## src/rtl/alarma_ctrl_if.sv

```systemverilog
// ============================================================================
// Module      : alarma_ctrl_if
// Description : Time/alarm inputs and ring-status outputs of the alarm control.
// Revision    : 1.0
// ============================================================================
`default_nettype none

interface alarma_ctrl_if;
  logic       tick_1s;
  logic [7:0] hora_act;
  logic [7:0] min_act;
  logic [7:0] seg_act;
  logic [7:0] hora_al;
  logic [7:0] min_al;
  logic       alarma_en;
  logic       apagar;
  logic       activar_alarma;
  logic       parpadeo;
  logic [7:0] seg_rest;

  modport master (
    output tick_1s, hora_act, min_act, seg_act, hora_al, min_al, alarma_en, apagar,
    input  activar_alarma, parpadeo, seg_rest
  );

  modport slave (
    input  tick_1s, hora_act, min_act, seg_act, hora_al, min_al, alarma_en, apagar,
    output activar_alarma, parpadeo, seg_rest
  );
endinterface

`default_nettype wire

```

## src/rtl/alarma_ctrl.sv

```systemverilog
// ============================================================================
// Module      : alarma_ctrl
// Description : Alarm clock ring controller: arm, ring with countdown, silence.
// Revision    : 1.0
// ============================================================================
`default_nettype none

module alarma_ctrl #(
  parameter int RING_SECS = 60
) (
  input  wire logic    clk,
  input  wire logic    reset,
  alarma_ctrl_if.slave bus
);

  localparam logic [1:0] DESHAB   = 2'd0;
  localparam logic [1:0] ARMADA   = 2'd1;
  localparam logic [1:0] SONANDO  = 2'd2;
  localparam logic [1:0] SILENCIO = 2'd3;

  localparam logic [7:0] RING_LOAD = 8'(RING_SECS);

  logic [1:0] state_q,    state_d;
  logic       apagar_q,   apagar_d;
  logic [7:0] seg_rest_q, seg_rest_d;
  logic       parpadeo_q, parpadeo_d;

  logic match;
  logic apagar_rise;

  assign match = bus.tick_1s
               && (bus.hora_act == bus.hora_al)
               && (bus.min_act  == bus.min_al)
               && (bus.seg_act  == 8'h00);

  assign apagar_rise = bus.apagar & ~apagar_q;

  always_comb begin
    state_d    = state_q;
    seg_rest_d = seg_rest_q;
    parpadeo_d = parpadeo_q;
    apagar_d   = bus.apagar;

    case (state_q)
      DESHAB: begin
        if (bus.alarma_en) begin
          state_d = ARMADA;
        end
      end

      ARMADA: begin
        if (!bus.alarma_en) begin
          state_d = DESHAB;
        end else if (match) begin
          // The matching tick only starts the ring; it is not counted down.
          state_d    = SONANDO;
          seg_rest_d = RING_LOAD;
          parpadeo_d = 1'b1;
        end
      end

      SONANDO: begin
        if (!bus.alarma_en) begin
          state_d    = DESHAB;
          seg_rest_d = 8'd0;
          parpadeo_d = 1'b0;
        end else if (apagar_rise || (bus.tick_1s && (seg_rest_q == 8'd1))) begin
          state_d    = SILENCIO;
          seg_rest_d = 8'd0;
          parpadeo_d = 1'b0;
        end else if (bus.tick_1s) begin
          seg_rest_d = seg_rest_q - 8'd1;
          parpadeo_d = ~parpadeo_q;
        end
      end

      SILENCIO: begin
        // Hold off re-arming until the alarm minute has passed.
        if (!bus.alarma_en) begin
          state_d = DESHAB;
        end else if (bus.min_act != bus.min_al) begin
          state_d = ARMADA;
        end
      end

      default: begin
        state_d    = DESHAB;
        seg_rest_d = 8'd0;
        parpadeo_d = 1'b0;
      end
    endcase
  end

  always_ff @(posedge clk or posedge reset) begin
    if (reset) begin
      state_q    <= DESHAB;
      apagar_q   <= 1'b0;
      seg_rest_q <= 8'd0;
      parpadeo_q <= 1'b0;
    end else begin
      state_q    <= state_d;
      apagar_q   <= apagar_d;
      seg_rest_q <= seg_rest_d;
      parpadeo_q <= parpadeo_d;
    end
  end

  assign bus.activar_alarma = (state_q == SONANDO);
  assign bus.parpadeo       = parpadeo_q;
  assign bus.seg_rest       = seg_rest_q;

endmodule

`default_nettype wire

```

## src/flat_wrapper.sv

```systemverilog
// flat-port wrapper written by rule: the top's interface ports become plain ports
module alarma_ctrl_flat 
#(
  parameter int RING_SECS = 60
)
  (clk, reset, bus_tick_1s, bus_hora_act, bus_min_act, bus_seg_act, bus_hora_al, bus_min_al, bus_alarma_en, bus_apagar, bus_activar_alarma, bus_parpadeo, bus_seg_rest);
  alarma_ctrl_if bus_i ();
  input  wire logic clk;
  input  wire logic reset;
  input wire logic [$bits(bus_i.tick_1s)-1:0] bus_tick_1s;
  input wire logic [$bits(bus_i.hora_act)-1:0] bus_hora_act;
  input wire logic [$bits(bus_i.min_act)-1:0] bus_min_act;
  input wire logic [$bits(bus_i.seg_act)-1:0] bus_seg_act;
  input wire logic [$bits(bus_i.hora_al)-1:0] bus_hora_al;
  input wire logic [$bits(bus_i.min_al)-1:0] bus_min_al;
  input wire logic [$bits(bus_i.alarma_en)-1:0] bus_alarma_en;
  input wire logic [$bits(bus_i.apagar)-1:0] bus_apagar;
  output wire logic [$bits(bus_i.activar_alarma)-1:0] bus_activar_alarma;
  output wire logic [$bits(bus_i.parpadeo)-1:0] bus_parpadeo;
  output wire logic [$bits(bus_i.seg_rest)-1:0] bus_seg_rest;
  assign bus_i.tick_1s = bus_tick_1s;
  assign bus_i.hora_act = bus_hora_act;
  assign bus_i.min_act = bus_min_act;
  assign bus_i.seg_act = bus_seg_act;
  assign bus_i.hora_al = bus_hora_al;
  assign bus_i.min_al = bus_min_al;
  assign bus_i.alarma_en = bus_alarma_en;
  assign bus_i.apagar = bus_apagar;
  assign bus_activar_alarma = bus_i.activar_alarma;
  assign bus_parpadeo = bus_i.parpadeo;
  assign bus_seg_rest = bus_i.seg_rest;
  alarma_ctrl #(.RING_SECS(RING_SECS)) u_core (.clk(clk), .reset(reset), .bus(bus_i));
endmodule
```

## config.mk

```make
export PLATFORM = sky130hd
export DESIGN_NAME = alarma_ctrl_flat
export DESIGN_NICKNAME = d
export VERILOG_FILES = /design/src/rtl/alarma_ctrl_if.sv /design/src/rtl/alarma_ctrl.sv /design/src/flat_wrapper.sv
export SDC_FILE = /design/constraint.sdc
export NUM_CORES = 1
export LEC_CHECK = 0
export BUFFER_PORTS_ARGS = -buffer_cell sky130_fd_sc_hd__buf_2
export CAP_MARGIN = 10
export CELL_PAD_IN_SITES_DETAIL_PLACEMENT = 1
export CELL_PAD_IN_SITES_GLOBAL_PLACEMENT = 2
export CORE_MARGIN = 8
export CORE_UTILIZATION = 24
export DETAILED_ROUTE_END_ITERATION = 8
export GPL_ROUTABILITY_DRIVEN = 0
export PLACE_DENSITY = 0.74
export SYNTH_ARGS = -nofsm -noshare
export SYNTH_HDL_FRONTEND = slang
export SYNTH_SLANG_ARGS = --single-unit
```

## constraint.sdc

```tcl
create_clock -name clk -period 2.1 [get_ports clk]
set_input_delay 0.21 -clock clk [delete_from_list [all_inputs] [get_ports clk]]
set_output_delay 0.21 -clock clk [all_outputs]
set_load 0.005 [all_outputs]
```

==> run metrics, run 1 <==
outcome=finished, violations left; violated checks=hold timing; prevailing post-synth register cell=dfrtp_1; nets@finish=227; core region area=4030 sq um; Hold Fails Final Rpt=12; H-tree depth=1; clock buffer depth=2; Mapped Area=1020 sq um; CTS tree=done; Setup WS post-layout=0.190 ns; crit path launch type=flop; final design utilization=0.358; delay-heaviest family, CP=simple AND/OR/NAND/NOR gates; sequential share of the synthesized area=0.295; Synth Instances=111; post-route ant nets=0; Die Y-Extent=81.1 um; # clock sinks=12; Die Area=6580 sq um; CP max FO=5; kind of critical path=flop to flop; CP max-delay cell=dfrtp_1; Area Overhead vs Synth=41.8%; Post-CTS Setup Inserts=0; via count=1109; initial antenna violation count=0; Worst Max-Slew Pin Slew=0.496 ns; Cell Chain, Critical Path=inv_1 -> ha_1 -> nor3b_1 -> nand4b_1 -> nand2b_1 -> nand3_1 -> o32a_1 -> o22ai_1; root buffer cell=clkbuf_8; Max Cap Viol=0; TritonCTS buffer count=3; largest net degree at the start of global routing=13; Async S/R FF share, synth=1.00; Std-Cell Rows=23; Total Wirelength=3.38 mm; Setup-failing EPs final=0; fin crit share=0.910; routed len/inst=15.1 um; commonest non-fill, non-tap cells in the layout=buf_2, dfrtp_1, o21ai_0; final slew viol count=0; I/O pin cnt=55; Yosys cell types=37; die width=81.1 um; FMAX=523 MHz; Post-Syn Nets=162; DRC=0; Clock transition at path regs=0.06 ns; worst vdd ir=0.238 mV; EDFF count, synth=0; Mean Syn Cell Area=9.16 sq um; Final min period=1.91 ns; crit path capture type=flop; total grt overflow=0; GRT Total Usage=0.108; vias in the first global route=1284; effective utilization at floorplan=0.252; unrepaired setup endpoints after global routing=true; critical path arrival=2.07 ns; P per Cell Area=1050 nW/um^2; worst min path class=input port to asynchronous set/reset pin; Setup Skew=0.00689 ns; Setup WS pre-CTS=-0.0565 ns; post-synthesis register bit count=12; share of cells above drive strength 1=0.408; PortBufs=54; Slew headroom=0.669; critical path required time=2.26 ns; Yosys warning count=0; CP startpoint=u_core.bus.seg_rest[1]; Critical R2R Launch=u_core.bus.seg_rest[1]; vias per cell=4.95; Buf/Inv on CP=1; worst hold slack=-0.0210 ns; crit-path max cell delay=0.42 ns; Iter 0 DRT Violations=47; post-DP HPWL=2.96 mm; Clk Latency, worst-skew pair=0.24 ns; diodes inserted=0; DRT Pass-1 Iters=4; Pleak=0.653 nW; commonest non-fill, non-tap cell in the layout=buf_2; first-pass GRT wire length=5.69 mm
## cell type report
| type | count | area (sq um) |
|---|---|---|
| fill | 502 | 2590 |
| multi-input combinational | 94 | 704 |
| timing repair buffer | 60 | 315 |
| sequential | 12 | 300 |
| tap | 50 | 62.6 |
| clock buffer | 3 | 41.3 |
| inverter | 5 | 18.8 |
## power breakdown
group          internal [W]  switching [W]  leakage [nW]
logic              0.000427       0.000483         0.485
registers          0.000313      0.0000792         0.146
clock network      0.000127      0.0000872        0.0216
## what timing repair did
| item | in CTS | in global routing |
|---|---|---|
| setup endpoints to repair | 0 | 2 |
| resized for setup | 0 | 2 |
| hold buffers | 0 | 0 |
## per-stage QoR
step	std cells	area, sq um	hold slack [ns]	TNS [ns]	power, W
global route	224	1440	0.0382	-0.00453	0.00167
detailed placement	221	1400	0.277	-0.0898	0.00131
CTS	224	1440	0.0123	0	0.00153
finish	224	1440	-0.0210	0	0.00152
global placement	221	1400	0.259	0	0.00127
floorplan	111	1020	0.0747	0	0.000940
## path summary, 6_finish.rpt
path	to	slack, ns	depth (start not counted)
setup / recovery	u_core.state_q[0]	0.19	8
hold / removal	u_core.bus.seg_rest[4]	-0.02	2
setup reg to reg	u_core.state_q[0]	0.19	8
hold reg to reg	u_core.bus.parpadeo	0.52	1
max in group asynchronous	u_core.bus.seg_rest[6]	1.78	2
min in group clk	u_core.apagar_q	0.09	1
## cell usage after synthesis (4+ instances only)
cell	n	area, sq um
o21ai_0	11	55.1
xor2_1	9	78.8
nor3_1	4	20.0
ha_1	6	75.1
xnor2_1	7	61.3
nor2_1	8	30.0
nand3_1	6	30.0
inv_1	5	18.8
dfrtp_1	12	300
nand2_1	6	22.5
## per-layer routing
layer | GRT usage | routed length [um]
met5 | 0 | 0
met4 | 0.0321 | 21
met3 | 0.0519 | 386
met2 | 0.185 | 1530
met1 | 0.114 | 1440
## state kept, by name (all words and copies together), names as in the netlist
| name | flops |
|---|---|
| u_core.bus.parpadeo | 1 |
| u_core.state_q | 2 |
| u_core.bus.seg_rest | 8 |
| u_core.apagar_q | 1 |
## logic make-up after synthesis
group,synth area share
simple gates,0.246
compound gates,0.229
xor+xnor,0.138
flops,0.295
fa+ha+maj,0.0738
buf+inv,0.0185
No activity file was read; power rests on OpenSTA's default activity.
==> run 2, diff against run 1 <==
- PLACE_DENSITY: 0.74 -> 0.85
==> run 2 against run 1 <==
Effect of this change:
- the run still ends with hold timing left
- hold slack improved by 0.0089 ns
- clock power about the same
- final cell count unchanged
- global-route usage increased by 0.56 points
- critical path depth decreased by 2
- sequential power increased by 4%
- die area unchanged
- via count decreased by 1.2%
- final area increased by 1.7%
- combinational power increased by 3.6%
- flip-flop and latch count unchanged
- largest power group unchanged
==> run metrics, run 2 (same netlist as run 1, synthesis figures left out) <==
outcome=finished, violations left; violated checks=hold timing; Area Overhead vs Synth=44.3%; Std-Cell Rows=23 (unchanged); root buffer cell=clkbuf_8; PortBufs=54 (unchanged); post-DP HPWL=3.01 mm (+1.8%); total power draw=0.00156 W (+3.2%); WL met2=1.77 mm (+15%); TritonCTS buffer count=3 (unchanged); total grt overflow=0 (unchanged); clock buffer depth=2 (unchanged); Post-CTS Setup Inserts=0 (unchanged); Slew headroom=0.662 (-0.00650); crit path capture type=flop; unrepaired setup endpoints after global routing=false; Die Area=6580 sq um (unchanged); vias per cell=4.89 (-1.2%); core region area=4030 sq um (unchanged); P per Cell Area=1070 nW/um^2 (+1.4%); post-route ant nets=0 (unchanged); CTS tree=done; Met1 Routed Length=1.49 mm (+3.5%); I/O pin cnt=55 (unchanged); H-tree depth=1 (unchanged); Setup Skew=0.000795 ns (-0.00610 ns); effective utilization at floorplan=0.252 (unchanged); DRC=0 (unchanged); Max Cap Viol=0 (unchanged); crit path launch type=flop; design area=1470 sq um (+1.7%); Clk Latency, worst-skew pair=0.24 ns (about the same); FMAX=513 MHz (-2.0%); commonest non-fill, non-tap cells in the layout=buf_2, dfrtp_1, o21ai_0; worst hold slack=-0.0121 ns (+0.00887 ns); Clock power frac=0.137 (-0.004); nets@finish=227 (unchanged); worst vdd ir=0.298 mV (+25%); initial antenna violation count=0 (unchanged); Worst Max-Slew Pin Slew=0.506 ns (+0.00974 ns); routed len/inst=15.8 um (+4.7%); DRT Pass-1 Iters=3 (-1); worst min path class=input port to asynchronous set/reset pin; Pleak=0.671 nW (+2.8%); kind of critical path=flop to flop; Total Wirelength=3.54 mm (+4.7%); Hold Fails Final Rpt=12 (unchanged); placed cell area=1400 sq um (unchanged); internal power=0.000902 W (+4.1%); vias in the first global route=1305 (+1.6%); via count=1096 (-1.2%); GRT Total Usage=0.113 (+0.00559); die width=81.1 um (unchanged); Iter 0 DRT Violations=49 (+4.3%); largest net degree at the start of global routing=13 (unchanged); Reg power frac=0.260 (about the same); fin crit share=0.928 (+0.0188); Die Y-Extent=81.1 um (unchanged); # fillers=516 (+2.8%); Final min period=1.95 ns (+0.0395 ns); Sw Share=0.424 (-0.00476); hold buffers post-CTS=0 (unchanged); critical path arrival=2.07 ns (about the same); combinational share of power=0.603 (+0.003); final design utilization=0.364 (+0.00621); CP max FO=5 (unchanged); commonest non-fill, non-tap cell in the layout=buf_2; Setup-failing EPs final=0 (unchanged); final slew viol count=0 (unchanged); max reg flops=8 (unchanged); critical path required time=2.22 ns (-0.04 ns); max layer used=met4; Clock transition at path regs=0.05 ns (about the same); net switching power=0.000663 W (+2.1%); # clock sinks=12 (unchanged); share of cells above drive strength 1=0.431 (+0.0230); first-pass GRT wire length=6.09 mm (+7.2%); diodes inserted=0 (unchanged); metal3 WL=255 um (-34%)
[run 2: critical path, stage by stage (launching register included)]
cell,delay (ns)
dfrtp_1,0.44
or4_1,0.54
or3_1,0.39
nor2_1,0.11
nor2_1,0.04
o21ai_0,0.19
o41ai_2,0.10
[run 2: cell type report]
type | count | area (sq um) | area share
multi-input cells | 94 | 729 | 0.497
repair buffers | 60 | 315 | 0.215
flip-flops and latches | 12 | 300 | 0.205
well taps | 50 | 62.6 | 0.0426
clock buffers | 3 | 41.3 | 0.0281
inverters | 5 | 18.8 | 0.0128
[run 2: path summary, 6_finish.rpt]
path	from	to	slack (ns)	depth (start not counted)
setup / recovery	u_core.bus.seg_rest[1]	u_core.bus.seg_rest[7]	0.15	6
hold / removal	reset	u_core.bus.seg_rest[4]	-0.01	2
setup reg to reg	u_core.bus.seg_rest[1]	u_core.bus.seg_rest[7]	0.15	6
hold reg to reg	u_core.bus.parpadeo	u_core.bus.parpadeo	0.52	1
max in group asynchronous	reset	u_core.bus.seg_rest[0]	1.77	2
min in group clk	bus_apagar	u_core.apagar_q	0.09	1
[run 2: layer usage]
layer,GRT usage,vias up
li1,-,543
met4,0.0286,0
met1,0.134,507
met2,0.200,42
met5,0,-
met3,0.0287,4
[run 2: what timing repair did]
item                                    in CTS  in global routing
endpoints found under the hold margin        0                  0
endpoints found under the setup margin       0                  3
gates resized for setup                      0                  5
[run 2: through the flow]
step                      instances  setup WS (ns)  hold slack, ns  setup TNS [ns]
after floorplan                 111          0.203          0.0747               0
after global placement          221         0.0231           0.248               0
after detailed placement        221        -0.0524           0.266          -0.176
after CTS                       224          0.116         0.00529               0
after global routing            224         0.0441          0.0366               0
final                           224          0.150         -0.0121               0
[run 2: power by group through the flow]
stage / combinational (W) / sequential (W) / clock, W
after floorplan: 0.000537 / 0.000403 / 0
after global placement: 0.000878 / 0.000402 / 0
after detailed placement: 0.000927 / 0.000409 / 0
after CTS: 0.000939 / 0.000405 / 0.000223
after global routing: 0.00107 / 0.000423 / 0.000231
final: 0.000943 / 0.000407 / 0.000214
==> run 3, diff against run 2 <==
- CORE_ASPECT_RATIO: not set -> 0.9
==> run 3 against run 2 <==
Effect of this change:
- the flow now finishes without violations
- via count is 2.5% higher
- final cell count is 0.45% higher
- clock power is 3% lower
- power is 0.30% lower
- register-to-register slack worse by 0.04 ns
- first-iteration DRC count is 27% higher
- routed wire length is 2.5% lower
- sequential power is 2% lower
- worst setup slack worse by 0.044 ns
- flip-flop and latch count stayed put
- non-clock buffer count is 3 higher
- core utilization is 0.43 points lower
- largest cell class unchanged
==> run metrics, run 3 (same netlist as run 1, synthesis figures left out) <==
outcome=complete, no violations; post-DP HPWL=3.02 mm (about the same); crit-path max cell delay=0.55 ns (about the same); Die Y-Extent=77.8 um (-4.1%); Worst Hold Launch=bus_apagar; Pleak=0.677 nW (+0.79%); Levels on crit path=6 (unchanged); kind of critical path=flop to flop; critical path required time=2.21 ns (about the same); Final min period=1.99 ns (+0.0439 ns); clock buffer depth=2 (unchanged); worst min path class=input port to flop; Clock transition at path regs=0.05 ns (about the same); commonest non-fill, non-tap cell in the layout=buf_2; CP max-delay cell=or4_1; DRT Pass-1 Iters=2 (-1); worst vdd ir=0.286 mV (-4.1%); routed len/inst=15.3 um (-3.0%); R2R depth=6 (unchanged); Buf/Inv on CP=0 (unchanged); FMAX=502 MHz (-2.2%); placed cell area=1410 sq um (+0.90%); r2r endpoint=u_core.bus.seg_rest[7]; Max Cap Viol=0 (unchanged); via count=1123 (+2.5%); CP max FO=5 (unchanged); delay-heaviest family, CP=simple AND/OR/NAND/NOR gates; vias in the first global route=1322 (+1.3%); Cell Chain, Critical Path=or4_1 -> or3_1 -> nor2_1 -> nor2_1 -> o21ai_0 -> o41ai_2; endpoint of the worst hold path=u_core.apagar_q; PortBufs=54 (unchanged); largest net degree at the start of global routing=13 (unchanged); Hold Fails Final Rpt=0 (-12); CTS tree=done; reg-to-reg slack, setup=0.11 ns (-0.04 ns); crit path capture type=flop; Critical R2R Launch=u_core.bus.seg_rest[1]; fin crit share=0.949 (+0.0209); # clock sinks=12 (unchanged); max reg flops=8 (unchanged); post-route ant nets=0 (unchanged); Setup-failing EPs final=0 (unchanged); critical path arrival=2.11 ns (+0.04 ns); Std-Cell Rows=22 (-4.3%); GRT Total Usage=0.112 (-0.00162); design area=1470 sq um (about the same); Area Overhead vs Synth=44.2% (about the same); die width=84.6 um (+4.3%); Clk Latency, worst-skew pair=0.24 ns (about the same); core region area=4070 sq um (+1.1%); share of cells above drive strength 1=0.412 (-0.0186); P per Cell Area=1060 nW/um^2 (-0.22%); vias per cell=4.99 (+2.0%); H-tree depth=1 (unchanged); unrepaired setup endpoints after global routing=false; Worst Max-Slew Pin Slew=0.479 ns (-0.0270 ns); first-pass GRT wire length=6.07 mm (-0.33%); DRC=0 (unchanged); diodes inserted=0 (unchanged); final design utilization=0.360 (-0.00433); Hold Path Cell Cnt=1; TritonCTS buffer count=3 (unchanged); nets@finish=230 (+1.3%); crit path launch type=flop; Setup Skew=0.00142 ns (+0.000626 ns); initial antenna violation count=0 (unchanged); Iter 0 DRT Violations=62 (+27%); Post-CTS Setup Inserts=0 (unchanged); critical path's most frequent cell=nor2_1; total grt overflow=0 (unchanged); Total Wirelength=3.45 mm (-2.5%); I/O pin cnt=55 (unchanged); Die Area=6580 sq um (about the same); final slew viol count=0 (unchanged); root buffer cell=clkbuf_8; commonest non-fill, non-tap cells in the layout=buf_2, dfrtp_1, o21ai_0; effective utilization at floorplan=0.250 (-0.00279); Slew headroom=0.680 (+0.0180)
## run 3: worst max path at each step
| stage | endpoint | startpoint | slack [ns] |
|---|---|---|---|
| global placement | u_core.bus.seg_rest[2] | bus_seg_act[1] | 0.03 |
| floorplan | u_core.bus.seg_rest[2] | bus_seg_act[1] | 0.20 |
| global route | u_core.bus.seg_rest[3] | u_core.state_q[0] | 0.01 |
| CTS | u_core.bus.seg_rest[7] | u_core.bus.seg_rest[1] | 0.12 |
| finish | u_core.bus.seg_rest[7] | u_core.bus.seg_rest[1] | 0.11 |
| detailed placement | u_core.bus.seg_rest[3] | bus_seg_act[1] | -0.07 |
## run 3: timing repair
action,4_1_cts,5_1_grt
endpoints found under the hold margin,12,0
hold buffers,1,0
resized for setup,0,1
endpoints found under the setup margin,0,1
## run 3: routing by layer
layer  track usage  part of all wire
met5             0                 0
met4        0.0373             0.011
met3        0.0347             0.065
met2         0.193              0.47
met1         0.128              0.45
## run 3: final cells by class
class / instances / area [sq um]
Clock buffer: 3 / 41.3
Inverter: 5 / 18.8
Sequential cell: 12 / 300
Multi-Input combinational cell: 94 / 706
Timing Repair Buffer: 63 / 340
Tap cell: 48 / 60.1
Fill cell: 508 / 2610
## run 3: stage by stage
step	std cells	power [W]	setup slack [ns]	TNS [ns]	hold slack, ns
2_1_floorplan	111	0.000940	0.203	0	0.0747
3_3_place_gp	221	0.00130	0.0256	0	0.235
3_5_place_dp	221	0.00136	-0.0729	-0.299	0.251
4_1_cts	225	0.00157	0.115	0	0.0895
5_1_grt	225	0.00170	0.0143	0	0.0951
6_report	225	0.00156	0.106	0	0.0966
## run 3: power breakdown
group,switching (W),internal [W]
combinational,0.000485,0.000470
clock,0.0000806,0.000126
sequential,0.0000843,0.000314
